`config.mk`:
```
export PLATFORM = sky130hd
export DESIGN_NAME = image_frame_writer_flat
export DESIGN_NICKNAME = d
export VERILOG_FILES = /design/src/rtl/image_frame_writer_pkg.sv /design/src/rtl/image_frame_writer_if.sv /design/src/rtl/image_frame_writer_rgb565_byte_packer.sv /design/src/rtl/image_frame_writer.sv /design/src/flat_wrapper.sv
export SDC_FILE = /design/constraint.sdc
export NUM_CORES = 1
export LEC_CHECK = 0
export CAP_MARGIN = 20
export CORE_UTILIZATION = 55
export DETAILED_ROUTE_END_ITERATION = 12
export PLACE_DENSITY = 0.86
export SETUP_SLACK_MARGIN = 0.4
export SLEW_MARGIN = 25
export SYNTH_ARGS = -nofsm -noshare
export SYNTH_HDL_FRONTEND = slang
export SYNTH_SLANG_ARGS = --single-unit
```
`constraint.sdc`:
```
create_clock -name clk -period 3.35 [get_ports clk]
set_input_delay 0.8375 -clock clk [delete_from_list [all_inputs] [get_ports clk]]
set_output_delay 0.8375 -clock clk [all_outputs]
set_load 0.02 [all_outputs]
```
`src/rtl/image_frame_writer_pkg.sv`:
```
// ---------------------------------------------------------------------------
// image_frame_writer_pkg
// Shared definitions for the image frame writer:
//   - state_t       : capture FSM state encoding
//   - DEFAULT_NUM_PIXELS : default number of pixels per frame
//   - RGB565 field positions (R 15:11, G 10:5, B 4:0)
//   - pack_bytes / rgb565_pack helpers used to build 16-bit pixels
// ---------------------------------------------------------------------------
package image_frame_writer_pkg;

    typedef enum logic [1:0] {
        ST_IDLE    = 2'd0,
        ST_HI_BYTE = 2'd1,
        ST_LO_BYTE = 2'd2,
        ST_DONE    = 2'd3
    } state_t;

    localparam int DEFAULT_NUM_PIXELS = 256;

    localparam int R_MSB = 15;
    localparam int R_LSB = 11;
    localparam int G_MSB = 10;
    localparam int G_LSB = 5;
    localparam int B_MSB = 4;
    localparam int B_LSB = 0;

    // The byte stream is high byte first, so the first byte lands on top.
    function automatic logic [15:0] pack_bytes(input logic [7:0] hi, input logic [7:0] lo);
        return {hi, lo};
    endfunction

    function automatic logic [15:0] rgb565_pack(input logic [4:0] r,
                                                input logic [5:0] g,
                                                input logic [4:0] b);
        logic [15:0] p;
        p = '0;
        p[R_MSB:R_LSB] = r;
        p[G_MSB:G_LSB] = g;
        p[B_MSB:B_LSB] = b;
        return p;
    endfunction

endpackage

```
`src/rtl/image_frame_writer_if.sv`:
```
// ---------------------------------------------------------------------------
// image_frame_writer_if
// Bundles the control, byte-stream and memory-write signals of the frame
// writer.
//   start, abort          : frame control from the environment
//   byte_valid, byte_data : RGB565 byte stream in, high byte first
//   byte_ready            : writer accepts a byte this cycle
//   wr_en, wr_addr, wr_data : one-cycle write port to the image memory
//   busy, frame_done      : frame status
// Modports:
//   master : the frame writer itself
//   slave  : the environment (byte source, controller, image memory)
// ---------------------------------------------------------------------------
interface image_frame_writer_if #(
    parameter int ADDR_W = 16
);
    logic              start;
    logic              abort;
    logic              byte_valid;
    logic [7:0]        byte_data;
    logic              byte_ready;
    logic              wr_en;
    logic [ADDR_W-1:0] wr_addr;
    logic [15:0]       wr_data;
    logic              busy;
    logic              frame_done;

    modport master (
        input  start, abort, byte_valid, byte_data,
        output byte_ready, wr_en, wr_addr, wr_data, busy, frame_done
    );

    modport slave (
        output start, abort, byte_valid, byte_data,
        input  byte_ready, wr_en, wr_addr, wr_data, busy, frame_done
    );
endinterface

```
`src/rtl/image_frame_writer_rgb565_byte_packer.sv`:
```
// ---------------------------------------------------------------------------
// rgb565_byte_packer
// Assembles two stream bytes into one RGB565 pixel and raises a one-cycle
// pixel-valid strobe the cycle after the low byte arrives.
// Ports:
//   clk, rst_n   : clock, synchronous active-low reset
//   clear        : drops any half-assembled pixel and suppresses the strobe
//   hi_load      : capture byte_data as the high byte
//   lo_load      : combine held high byte with byte_data into a pixel
//   byte_data    : incoming stream byte
//   pixel        : assembled RGB565 pixel
//   pixel_valid  : high for one cycle when pixel holds a fresh value
// ---------------------------------------------------------------------------
module rgb565_byte_packer
    import image_frame_writer_pkg::*;
(
    input  logic        clk,
    input  logic        rst_n,
    input  logic        clear,
    input  logic        hi_load,
    input  logic        lo_load,
    input  logic [7:0]  byte_data,
    output logic [15:0] pixel,
    output logic        pixel_valid
);

    logic [7:0] hi_byte;

    // The strobe is re-evaluated every cycle so it can never stretch, and a
    // clear wipes the held high byte so a half pixel never leaks into the
    // next frame.
    always_ff @(posedge clk) begin
        if (!rst_n) begin
            hi_byte     <= '0;
            pixel       <= '0;
            pixel_valid <= 1'b0;
        end else begin
            pixel_valid <= lo_load && !clear;
            if (clear) begin
                hi_byte <= '0;
            end else if (hi_load) begin
                hi_byte <= byte_data;
            end
            if (lo_load && !clear) begin
                pixel <= pack_bytes(hi_byte, byte_data);
            end
        end
    end

endmodule

```
`src/rtl/image_frame_writer.sv`:
```
// ---------------------------------------------------------------------------
// image_frame_writer
// Captures one frame of NUM_PIXELS RGB565 pixels from a byte stream (high
// byte first) and writes them to an image memory at addresses
// 0..NUM_PIXELS-1, one write per pixel.
// Ports:
//   clk   : sole clock
//   rst_n : synchronous active-low reset
//   bus   : image_frame_writer_if.master (start/abort control, byte stream,
//           memory write port, busy/frame_done status)
// Parameters:
//   NUM_PIXELS : pixels per frame (2..65536)
//   ADDR_W     : pixel address width
// ---------------------------------------------------------------------------
module image_frame_writer
    import image_frame_writer_pkg::*;
#(
    parameter int NUM_PIXELS = DEFAULT_NUM_PIXELS,
    parameter int ADDR_W     = 16
) (
    input  logic                 clk,
    input  logic                 rst_n,
    image_frame_writer_if.master bus
);

    // The counter carries one extra bit so a full 2^ADDR_W frame does not
    // wrap before the last-pixel comparison.
    localparam logic [ADDR_W:0] LAST_IDX = (ADDR_W+1)'(NUM_PIXELS - 1);

    state_t            state;
    state_t            state_next;
    logic [ADDR_W:0]   pix_cnt;
    logic [ADDR_W-1:0] addr_q;
    logic              byte_ready;
    logic              busy;
    logic              frame_done;
    logic              xfer;
    logic              hi_take;
    logic              lo_take;
    logic              start_take;
    logic [15:0]       pixel;
    logic              pixel_valid;

    // Abort always wins, so no byte is consumed and no start is honoured in
    // a cycle where abort is high.
    assign xfer       = bus.byte_valid && byte_ready;
    assign hi_take    = (state == ST_HI_BYTE) && xfer && !bus.abort;
    assign lo_take    = (state == ST_LO_BYTE) && xfer && !bus.abort;
    assign start_take = (state == ST_IDLE) && bus.start && !bus.abort;

    // State register.
    always_ff @(posedge clk) begin
        if (!rst_n) begin
            state <= ST_IDLE;
        end else begin
            state <= state_next;
        end
    end

    // Next-state and Moore outputs. frame_done is masked by abort so an
    // aborted DONE cycle does not report a completed frame.
    always_comb begin
        state_next = state;
        byte_ready = 1'b0;
        busy       = 1'b0;
        frame_done = 1'b0;
        case (state)
            ST_IDLE: begin
                if (start_take) begin
                    state_next = ST_HI_BYTE;
                end
            end
            ST_HI_BYTE: begin
                byte_ready = 1'b1;
                busy       = 1'b1;
                if (bus.abort) begin
                    state_next = ST_IDLE;
                end else if (xfer) begin
                    state_next = ST_LO_BYTE;
                end
            end
            ST_LO_BYTE: begin
                byte_ready = 1'b1;
                busy       = 1'b1;
                if (bus.abort) begin
                    state_next = ST_IDLE;
                end else if (xfer) begin
                    state_next = (pix_cnt == LAST_IDX) ? ST_DONE : ST_HI_BYTE;
                end
            end
            ST_DONE: begin
                busy       = 1'b1;
                frame_done = !bus.abort;
                state_next = ST_IDLE;
            end
            default: begin
                state_next = ST_IDLE;
            end
        endcase
    end

    // Pixel counter and write address. The address is captured before the
    // increment so it lines up with the pixel the packer emits next cycle.
    always_ff @(posedge clk) begin
        if (!rst_n) begin
            pix_cnt <= '0;
            addr_q  <= '0;
        end else if (start_take) begin
            pix_cnt <= '0;
        end else if (lo_take) begin
            addr_q  <= pix_cnt[ADDR_W-1:0];
            pix_cnt <= pix_cnt + (ADDR_W+1)'(1);
        end
    end

    rgb565_byte_packer u_packer (
        .clk         (clk),
        .rst_n       (rst_n),
        .clear       (bus.abort),
        .hi_load     (hi_take),
        .lo_load     (lo_take),
        .byte_data   (bus.byte_data),
        .pixel       (pixel),
        .pixel_valid (pixel_valid)
    );

    assign bus.byte_ready = byte_ready;
    assign bus.busy       = busy;
    assign bus.frame_done = frame_done;
    assign bus.wr_en      = pixel_valid;
    assign bus.wr_addr    = addr_q;
    assign bus.wr_data    = pixel;

endmodule

```
`src/flat_wrapper.sv`:
```
// flat-port wrapper written by rule: the top's interface ports become plain ports
module image_frame_writer_flat import image_frame_writer_pkg::*;
#(
    parameter int NUM_PIXELS = DEFAULT_NUM_PIXELS,
    parameter int ADDR_W     = 16
)
  (clk, rst_n, bus_start, bus_abort, bus_byte_valid, bus_byte_data, bus_byte_ready, bus_wr_en, bus_wr_addr, bus_wr_data, bus_busy, bus_frame_done);
  image_frame_writer_if #(.ADDR_W(ADDR_W)) bus_i ();
  input  logic clk;
  input  logic rst_n;
  input wire logic [$bits(bus_i.start)-1:0] bus_start;
  input wire logic [$bits(bus_i.abort)-1:0] bus_abort;
  input wire logic [$bits(bus_i.byte_valid)-1:0] bus_byte_valid;
  input wire logic [$bits(bus_i.byte_data)-1:0] bus_byte_data;
  output wire logic [$bits(bus_i.byte_ready)-1:0] bus_byte_ready;
  output wire logic [$bits(bus_i.wr_en)-1:0] bus_wr_en;
  output wire logic [$bits(bus_i.wr_addr)-1:0] bus_wr_addr;
  output wire logic [$bits(bus_i.wr_data)-1:0] bus_wr_data;
  output wire logic [$bits(bus_i.busy)-1:0] bus_busy;
  output wire logic [$bits(bus_i.frame_done)-1:0] bus_frame_done;
  assign bus_i.start = bus_start;
  assign bus_i.abort = bus_abort;
  assign bus_i.byte_valid = bus_byte_valid;
  assign bus_i.byte_data = bus_byte_data;
  assign bus_byte_ready = bus_i.byte_ready;
  assign bus_wr_en = bus_i.wr_en;
  assign bus_wr_addr = bus_i.wr_addr;
  assign bus_wr_data = bus_i.wr_data;
  assign bus_busy = bus_i.busy;
  assign bus_frame_done = bus_i.frame_done;
  image_frame_writer #(.NUM_PIXELS(NUM_PIXELS), .ADDR_W(ADDR_W)) u_core (.clk(clk), .rst_n(rst_n), .bus(bus_i));
endmodule
```
==> results.yml, run 1 <==
timing:
  skew_ns: 0.00966
  fin_ws_ns: 0.611
  rsz0062_at_grt: "no"
  finalCritPeriodShare_pct: 81.8
  setup_tns_ns: 0
  worst_pin_slew_ns: 0.552
  relSlewSlack_pct: 63.1
  setup_viol: 0
  finalHoldViolations: 0
  slew_viol_final: 0
  min_period_ns: 2.74
  clock.fmax_ghz: 0.365
power:
  finalPower_mw: 1.48
  power_density_nw_per_um2: 456
  p_leak_nw: 1.14
  ir_worst_vdd_mv: 0.285
placed_design:
  dpl.cell_count: 385
  dpl.hpwl_um: 3780
  gp_congestion: 0.866
  place_ws_ns: 0.458
  io_buffers: 48
yosys:
  ys_seq_area_share_pct: 47.5
  synth-main-ff-cell: "dfxtp_1"
  avgSynthCellArea_um2: 8.51
  syn-instance-count: 297
  ys_types: 39
  yosysTopAreaCell: "dfxtp_1"
  synth_top_area_share_pct: 47.5
  syn_area_um2: 2530
  syn-num-nets: 316
  synthArstFlopShare_pct: 0
  synthTopCellsByArea: "dfxtp_1 (48%), nand2_1 (14%), a21boi_0 (9.5%)"
  ys_ff_latch: 60
  yosys_warnings: 0
  synth-edff-count: 0
finish:
  fin_cells: 401
  area_growth_pct: 28.5
  layout_common_cells: "nand2_1 (91), dfxtp_1 (60), clkdlybuf4s50_1 (47)"
  post-route-util_pct: 74.0
  final_common_cell: "nand2_1"
  nets: 363
  antennaDiodeCount: 0
  drive_gt1_share_pct: 7.16
setup_path:
  path_max_fanout: 6
  crit_arrival_ns: 1.90
  path_cells: "inv_1 -> ha_1 -> clkdlybuf4s50_1"
  crit_path_start_kind: "register"
  cpMaxStageDelayCell: "clkdlybuf4s50_1"
  cp_data_required_time_ns: 2.51
  critPathTopFamily: "buffers and inverters"
  critPathBufInv: 2
  cpPeakStageDelay_ns: 0.66
  crit_type: "reg -> out"
  cp-end-kind: "output port"
outcome:
  status: "finished, final reports clean"
clocking:
  cts_buffers: 9
  cts.sinks: 60
  cts_buffer_depth: 2
  cts_root_buf: "clkbuf_8"
  postCtsSetupBuffers: 0
  path_clk_slew_ns: 0.07
  ctsHoldBuffers: 0
  htreeDepth: 3
  cts_tree: "done"
  clock_latency_ns: 0.34
global_routing:
  grt_antenna_before_repair: 0
  grt_pass1_vias: 2164
  grt_pass1_wl_um: 9720
  grt_max_degree: 26
  grt_overflow: 0
  grt_usage_pct: 25.7
route:
  dr.pass1.iters: 4
  ant_nets: 0
  drc: 0
  wl_per_cell_um: 14.2
  drt-total-wl_um: 5700
  highest_layer: "met4"
  vias_per_cell: 5.51
  initialDrtViolationCount: 163
  via_count: 2211
  wl_met2_um: 2850
  m1WireLength_um: 2490
  met3_length_um: 226
floorplanning:
  fp.dieArea_um2: 4870
  die_w_um: 69.8
  coreArea_um2: 4380
  floorplan.initialDensity_pct: 57.6
  placement_rows: 24
  pin_count: 49
  die_h_um: 69.8
job:
  drv_cap: 0
min_path:
  hold_class: "reg -> reg"
-- what timing repair did --
action                                  CTS  global route
endpoints found under the hold margin     0             0
endpoints found under the setup margin    0             1
resized for setup                         0             1
-- flip-flops by register name, indices dropped and copies added (netlist names) --
name / count
u_core.bus.wr_addr: 16
u_core.pix_cnt: 17
u_core.state: 2
u_core.u_packer.hi_byte: 8
u_core.u_packer.pixel: 16
u_core.u_packer.pixel_valid: 1
-- per-layer routing --
metal	global-route usage, %	vias up
met5	0	-
met4	14.9	0
met3	6.69	13
met2	43.6	55
met1	29.0	1046
li1	-	1097
-- per-stage QoR --
step | hold WS (ns) | instance area, um^2
after floorplan | 0.437 | 2530
after global placement | 0.442 | 3040
after detailed placement | 0.448 | 3040
after CTS | 0.458 | 3240
after global routing | 0.479 | 3250
final | 0.456 | 3250
-- kinds of logic (layout without fill, tap and decap cells) --
group | after synthesis | after routing | synth area share (%)
mux | 2 | 2 | 0.842
compound gates | 57 | 57 | 15.4
buf+inv | 21 | 73 | 3.47
simple gates | 141 | 141 | 26.3
flops | 60 | 60 | 47.5
fa+ha+maj | 6 | 6 | 2.97
xor+xnor | 10 | 10 | 3.47
-- tightest hold or removal path, stage by stage (launching register included) --
cell	delay (ns)
dfxtp_1	0.31
nand2_1	0.05
a21oi_1	0.05
-- Yosys cell counts, types with 2 or more instances --
| cell type | count |
|---|---|
| nor3_1 | 2 |
| xnor2_1 | 4 |
| or3_1 | 3 |
| dfxtp_1 | 60 |
| a21oi_1 | 14 |
| and4b_1 | 2 |
| nand2_1 | 91 |
| a21boi_0 | 32 |
| nor2_1 | 12 |
| xor2_1 | 6 |
| o21ai_0 | 3 |
| nand3_1 | 5 |
| clkbuf_1 | 16 |
| ha_1 | 6 |
| inv_1 | 3 |
| nor2b_1 | 2 |
| and4_1 | 2 |
| and2_1 | 2 |
| nand2b_1 | 3 |
| nand4_1 | 6 |
| or4_1 | 3 |
| nor4_1 | 2 |
| o2bb2ai_1 | 2 |
-- area by class of cell --
cell class | instances | area [um^2]
multi-input cells | 216 | 1240
flip-flops and latches | 60 | 1200
fillers | 334 | 1140
repair buffers | 54 | 528
clock buffers | 12 | 155
well taps | 52 | 65.1
clock inverters | 4 | 47.5
inverters | 3 | 11.3
-- final timing paths --
check                              from                         end  slack (ns)  cells after the start
max                     u_core.state[1]              bus_byte_ready        0.61                      3
max reg2reg             u_core.state[1]       u_core.bus.wr_addr[8]        1.10                      7
min          u_core.u_packer.hi_byte[5]  u_core.u_packer.hi_byte[5]        0.46                      2
min reg2reg  u_core.u_packer.hi_byte[5]  u_core.u_packer.hi_byte[5]        0.46                      2
-- report_power, final --
group / total (mW) / switching, mW / internal (mW)
sequential: 0.719 / 0.00235 / 0.716
clock: 0.662 / 0.280 / 0.382
combinational: 0.100 / 0.0540 / 0.0459
Note: power is estimated with default switching activity, not from simulation.
==> run 2: changes to the inputs <==
--- a/config.mk
+++ b/config.mk
@@ -6,9 +6,9 @@
 export NUM_CORES = 1
 export LEC_CHECK = 0
 export CAP_MARGIN = 20
-export CORE_UTILIZATION = 55
+export CORE_UTILIZATION = 46
 export DETAILED_ROUTE_END_ITERATION = 12
-export PLACE_DENSITY = 0.86
+export PLACE_DENSITY = 0.77
 export SETUP_SLACK_MARGIN = 0.4
 export SLEW_MARGIN = 25
 export SYNTH_ARGS = -nofsm -noshare
==> constraint.sdc (replaced) <==
create_clock -name clk -period 2.4 [get_ports clk]
set_input_delay 0.6 -clock clk [delete_from_list [all_inputs] [get_ports clk]]
set_output_delay 0.6 -clock clk [all_outputs]
set_load 0.02 [all_outputs]
==> run 2 against run 1 <==
Hold slack improved by 0.0017 ns. Sequential share of layout area down 0.95 points. Combinational power grew 59%. Final cell count increased by 7.0%. Clock skew decreased by 0.0028 ns. Routed wire length shrank 3.5%. Global-route usage shrank 4.6 points. Non-clock buffer count is 10 higher. Largest power group unchanged.
==> results.yml, run 2 (synthesized netlist as in run 1, its figures left out) <==
outcome:
  status: "finished, final reports clean"
floorplanning:
  placement_rows: 26
  pin_count: 49
  floorplan.initialDensity_pct: 48.5
  die_w_um: 76.1
  coreArea_um2: 5200
  fp.dieArea_um2: 5790
  die_h_um: 76.1
clocking:
  path_clk_slew_ns: 0.06
  cts_buffers: 9
  cts_root_buf: "clkbuf_8"
  cts_tree: "done"
  clock_latency_ns: 0.33
  cts_buffer_depth: 2
  htreeDepth: 3
  cts.sinks: 60
timing:
  finalCritPeriodShare_pct: 80.7
  slew_viol_final: 0
  relSlewSlack_pct: 74.4
  hold_ws_ns: 0.457
  finalHoldViolations: 0
  fin_ws_ns: 0.462
  setup_viol: 0
  min_period_ns: 1.94
  skew_ns: 0.00681
  rsz0062_at_grt: "no"
  worst_pin_slew_ns: 0.382
  clock.fmax_ghz: 0.516
global_routing:
  grt_pass1_vias: 2056
  grt_antenna_before_repair: 0
  grt_usage_pct: 21.1
  grt_overflow: 0
  grt_pass1_wl_um: 9650
  grt_max_degree: 25
min_path:
  holdCritStartpoint: "u_core.u_packer.hi_byte[4]"
  holdPathStages: 2
  hold_class: "reg -> reg"
setup_path:
  path_max_fanout: 5
  r2r_end: "u_core.pix_cnt[16]"
  r2r-start: "u_core.state[0]"
  cp_data_required_time_ns: 2.67
  r2r_cells: 6
  cp-end-kind: "register"
  crit_end: "u_core.pix_cnt[16]"
  crit_type: "reg -> reg"
  ff2ff_setup_slack_ns: 0.46
  crit_arrival_ns: 2.20
  startpoint: "u_core.state[0]"
  crit_path_start_kind: "register"
finish:
  drive_gt1_share_pct: 11.4
  antennaDiodeCount: 0
  fillCellCount: 470
  ff_latch_area_um2: 1210
  layout_common_cells: "nand2_1 (91), dfxtp_1 (57), clkdlybuf4s50_1 (43)"
  fin_area_um2: 3350
  multi_input_area_um2: 1250
  largest_reg_flops: 17
  nets: 373
  largest_register: "u_core.pix_cnt"
  area_growth_pct: 32.5
  final_common_cell: "nand2_1"
job:
  drv_cap: 0
placed_design:
  place_ws_ns: -0.0676
  io_buffers: 48
  dpl.hpwl_um: 3780
  place_area_um2: 3140
  gp_congestion: 0.840
route:
  ant_nets: 0
  drt-total-wl_um: 5500
  drc: 0
  dr.pass1.iters: 4
  via_count: 2191
  wl_per_cell_um: 12.8
  vias_per_cell: 5.11
  initialDrtViolationCount: 114
power:
  power_density_nw_per_um2: 617
  p_leak_nw: 1.17
  ir_worst_vdd_mv: 0.387
  finalPower_mw: 2.07
==> run 2: stage by stage <==
step	utilization, %	cells	TNS [ns]
CTS	64.0	427	0
detailed placement	60.2	411	-0.148
global route	64.3	429	0
global placement	60.2	411	-0.0548
floorplan	-	297	0
finish	64.3	429	0
==> run 2: power by group <==
group          total (mW)  leakage (nW)  internal, mW  switching, mW
clock               0.903        0.0979         0.539          0.364
sequential           1.00         0.485          1.00        0.00397
combinational       0.159         0.590        0.0787         0.0806
total                2.07          1.17          1.62          0.449
==> run 2: area by class of cell <==
type                    instances  area share (%)
multi-input cells             216            37.3
clock buffers                  15            4.97
flip-flops and latches         60            36.1
repair buffers                 64            17.8
clock inverters                 1           0.897
inverters                       3           0.336
well taps                      70            2.62
==> run 2: worst min-delay path by stage <==
stage / endpoint / slack (ns)
after CTS: u_core.u_packer.hi_byte[3] / 0.46
after global placement: u_core.u_packer.hi_byte[5] / 0.44
after floorplan: u_core.u_packer.hi_byte[0] / 0.44
final: u_core.u_packer.hi_byte[4] / 0.46
after global routing: u_core.u_packer.hi_byte[3] / 0.48
after detailed placement: u_core.u_packer.hi_byte[3] / 0.45
==> run 2: layer usage <==
| metal | share of wire (%) | global-route usage, % |
|---|---|---|
| met3 | 5.6 | 5.27 |
| met5 | 0 | 0 |
| met1 | 46 | 26.7 |
| met4 | 2.1 | 10.4 |
| met2 | 46 | 33.6 |
==> run 2: critical path, cell delays in order (launching register included) <==
cell	delay, ns
dfxtp_2	0.35
inv_2	0.07
ha_4	0.30
nand4b_4	0.10
or4_4	0.55
or3_1	0.36
a21oi_1	0.14
==> run 2: repair_timing <==
item | 4_1_cts | 5_1_grt
pin swaps | 0 | 1
setup endpoints to repair | 23 | 6
hold buffers | 0 | 0
resized for setup | 15 | 3
endpoints found under the hold margin | 0 | 0
buffers inserted | 0 | 2
==> run 3: changes to the inputs <==
--- a/config.mk
+++ b/config.mk
@@ -6,9 +6,9 @@
 export NUM_CORES = 1
 export LEC_CHECK = 0
 export CAP_MARGIN = 20
-export CORE_UTILIZATION = 46
+export CORE_UTILIZATION = 51
 export DETAILED_ROUTE_END_ITERATION = 12
-export PLACE_DENSITY = 0.77
+export PLACE_DENSITY = 0.81
 export SETUP_SLACK_MARGIN = 0.4
 export SLEW_MARGIN = 25
 export SYNTH_ARGS = -nofsm -noshare
==> constraint.sdc (replaced) <==
create_clock -name clk -period 1.9 [get_ports clk]
set_input_delay 0.475 -clock clk [delete_from_list [all_inputs] [get_ports clk]]
set_output_delay 0.475 -clock clk [all_outputs]
set_load 0.02 [all_outputs]
==> run 3 against run 2 <==
Sequential power increased by 27%. Critical path type unchanged. Critical endpoint is now u_core.pix_cnt[15]. Worst setup slack worse by 0.38 ns. Final area grew 16%. First-iteration DRC count up 150%. Fmax up 6.8%. Non-clock buffer count grew 36. Count of clock-buffer cells in the layout is 3 lower. Largest cell class unchanged. Die area is 9.5% lower. Clock power up 28%.
==> results.yml, run 3 (synthesized netlist as in run 1, its figures left out) <==
outcome:
  status: "finished, final reports clean"
timing:
  finalCritPeriodShare_pct: 95.5
  hold_ws_ns: 0.449
  slew_viol_final: 0
  clock.fmax_ghz: 0.551
  rsz0062_at_grt: "yes"
  relSlewSlack_pct: 73.0
  setup_tns_ns: 0
  finalHoldViolations: 0
  skew_ns: 0.00732
  worst_pin_slew_ns: 0.401
  fin_ws_ns: 0.0848
  setup_viol: 0
  min_period_ns: 1.82
setup_path:
  crit_arrival_ns: 2.04
  ff2ff_setup_slack_ns: 0.08
  crit_end: "u_core.pix_cnt[15]"
  r2r-start: "u_core.state[0]"
  startpoint: "u_core.state[0]"
  crit_path_start_kind: "register"
  path_max_fanout: 6
  crit_type: "reg -> reg"
  r2r_end: "u_core.pix_cnt[15]"
  cp-end-kind: "register"
  cp_data_required_time_ns: 2.12
  r2r_cells: 6
floorplanning:
  die_h_um: 72.4
  placement_rows: 25
  coreArea_um2: 4750
  die_w_um: 72.4
  pin_count: 49
  fp.dieArea_um2: 5240
  floorplan.initialDensity_pct: 53.1
global_routing:
  grt_overflow: 0
  grt_usage_pct: 27.0
  grt_antenna_before_repair: 0
  grt_pass1_wl_um: 10600
  met2_usage_pct: 46.6
  grt_pass1_vias: 2245
  met3_usage_pct: 7.36
  grt_busiest_layer: "met2"
  grt_max_degree: 22
  met1_usage_pct: 31.1
power:
  finalPower_mw: 2.70
  power_density_nw_per_um2: 695
  p_leak_nw: 1.55
  ir_worst_vdd_mv: 0.805
finish:
  drive_gt1_share_pct: 30.4
  layout_common_cells: "nand2_1 (87), dfxtp_1 (57), buf_4 (32)"
  antennaDiodeCount: 0
  post-route-util_pct: 81.8
  fin_area_um2: 3890
  largest_reg_flops: 17
  final_common_cell: "nand2_1"
  area_growth_pct: 53.9
  nets: 409
  fin_cells: 462
  largest_register: "u_core.pix_cnt"
clocking:
  cts_tree: "done"
  ctsHoldBuffers: 0
  path_clk_slew_ns: 0.07
  cts_buffers: 9
  cts_buffer_depth: 2
  clock_latency_ns: 0.35
  htreeDepth: 3
  cts.sinks: 60
  cts_root_buf: "clkbuf_8"
route:
  drc: 0
  via_count: 2649
  ant_nets: 0
  dr.pass1.iters: 5
  vias_per_cell: 5.73
  wl_per_cell_um: 18.1
  drt-total-wl_um: 8370
  initialDrtViolationCount: 283
placed_design:
  dpl.hpwl_um: 3900
  gp_congestion: 0.780
  place_ws_ns: -0.249
  place_area_um2: 3230
  io_buffers: 48
  dpl.cell_count: 418
job:
  drv_cap: 0
min_path:
  hold_class: "reg -> reg"
run 3: how the worst min path moves through the flow:
stage	from	to	cells past startpoint
after detailed placement	u_core.u_packer.hi_byte[6]	u_core.u_packer.hi_byte[6]	2
after floorplan	u_core.u_packer.hi_byte[0]	u_core.u_packer.hi_byte[0]	2
final	u_core.bus.wr_addr[8]	u_core.bus.wr_addr[8]	2
after CTS	u_core.u_packer.pixel[0]	u_core.u_packer.pixel[0]	2
after global routing	u_core.bus.wr_addr[3]	u_core.bus.wr_addr[3]	2
after global placement	u_core.u_packer.hi_byte[2]	u_core.u_packer.hi_byte[2]	2
run 3: area by class of cell:
cell class,instances,area [um^2]
clock buffers,12,145
clock inverters,4,48.8
fillers,278,866
inverters,3,16.3
multi-input cells,216,1410
flip-flops and latches,60,1210
well taps,67,83.8
repair buffers,100,973
run 3: per-layer routing:
layer / vias to the layer above / share of wire, %
met2: 155 / 50
met4: 0 / 3.5
met5: - / 0
met3: 40 / 7.8
li1: 1196 / -
met1: 1258 / 39
run 3: critical path: stages (launching register included):
cell and delay [ns]:
dfxtp_2 0.35, inv_4 0.05, ha_4 0.28, and4b_2 0.32
nand4_4 0.16, o31ai_1 0.43, a21oi_2 0.10
run 3: report_power, final:
group | internal, mW | total (mW) | switching (mW)
Clock | 0.640 | 1.16 | 0.517
Sequential | 1.26 | 1.27 | 0.00531
Combinational | 0.144 | 0.278 | 0.134
run 3: repair_timing:
action | 4_1_cts | 5_1_grt
cloned | 3 | 2
pin swaps | 9 | 14
resized for setup | 89 | 91
setup endpoints to repair | 94 | 85
hold endpoints to repair | 0 | 0
setup buffers | 9 | 14
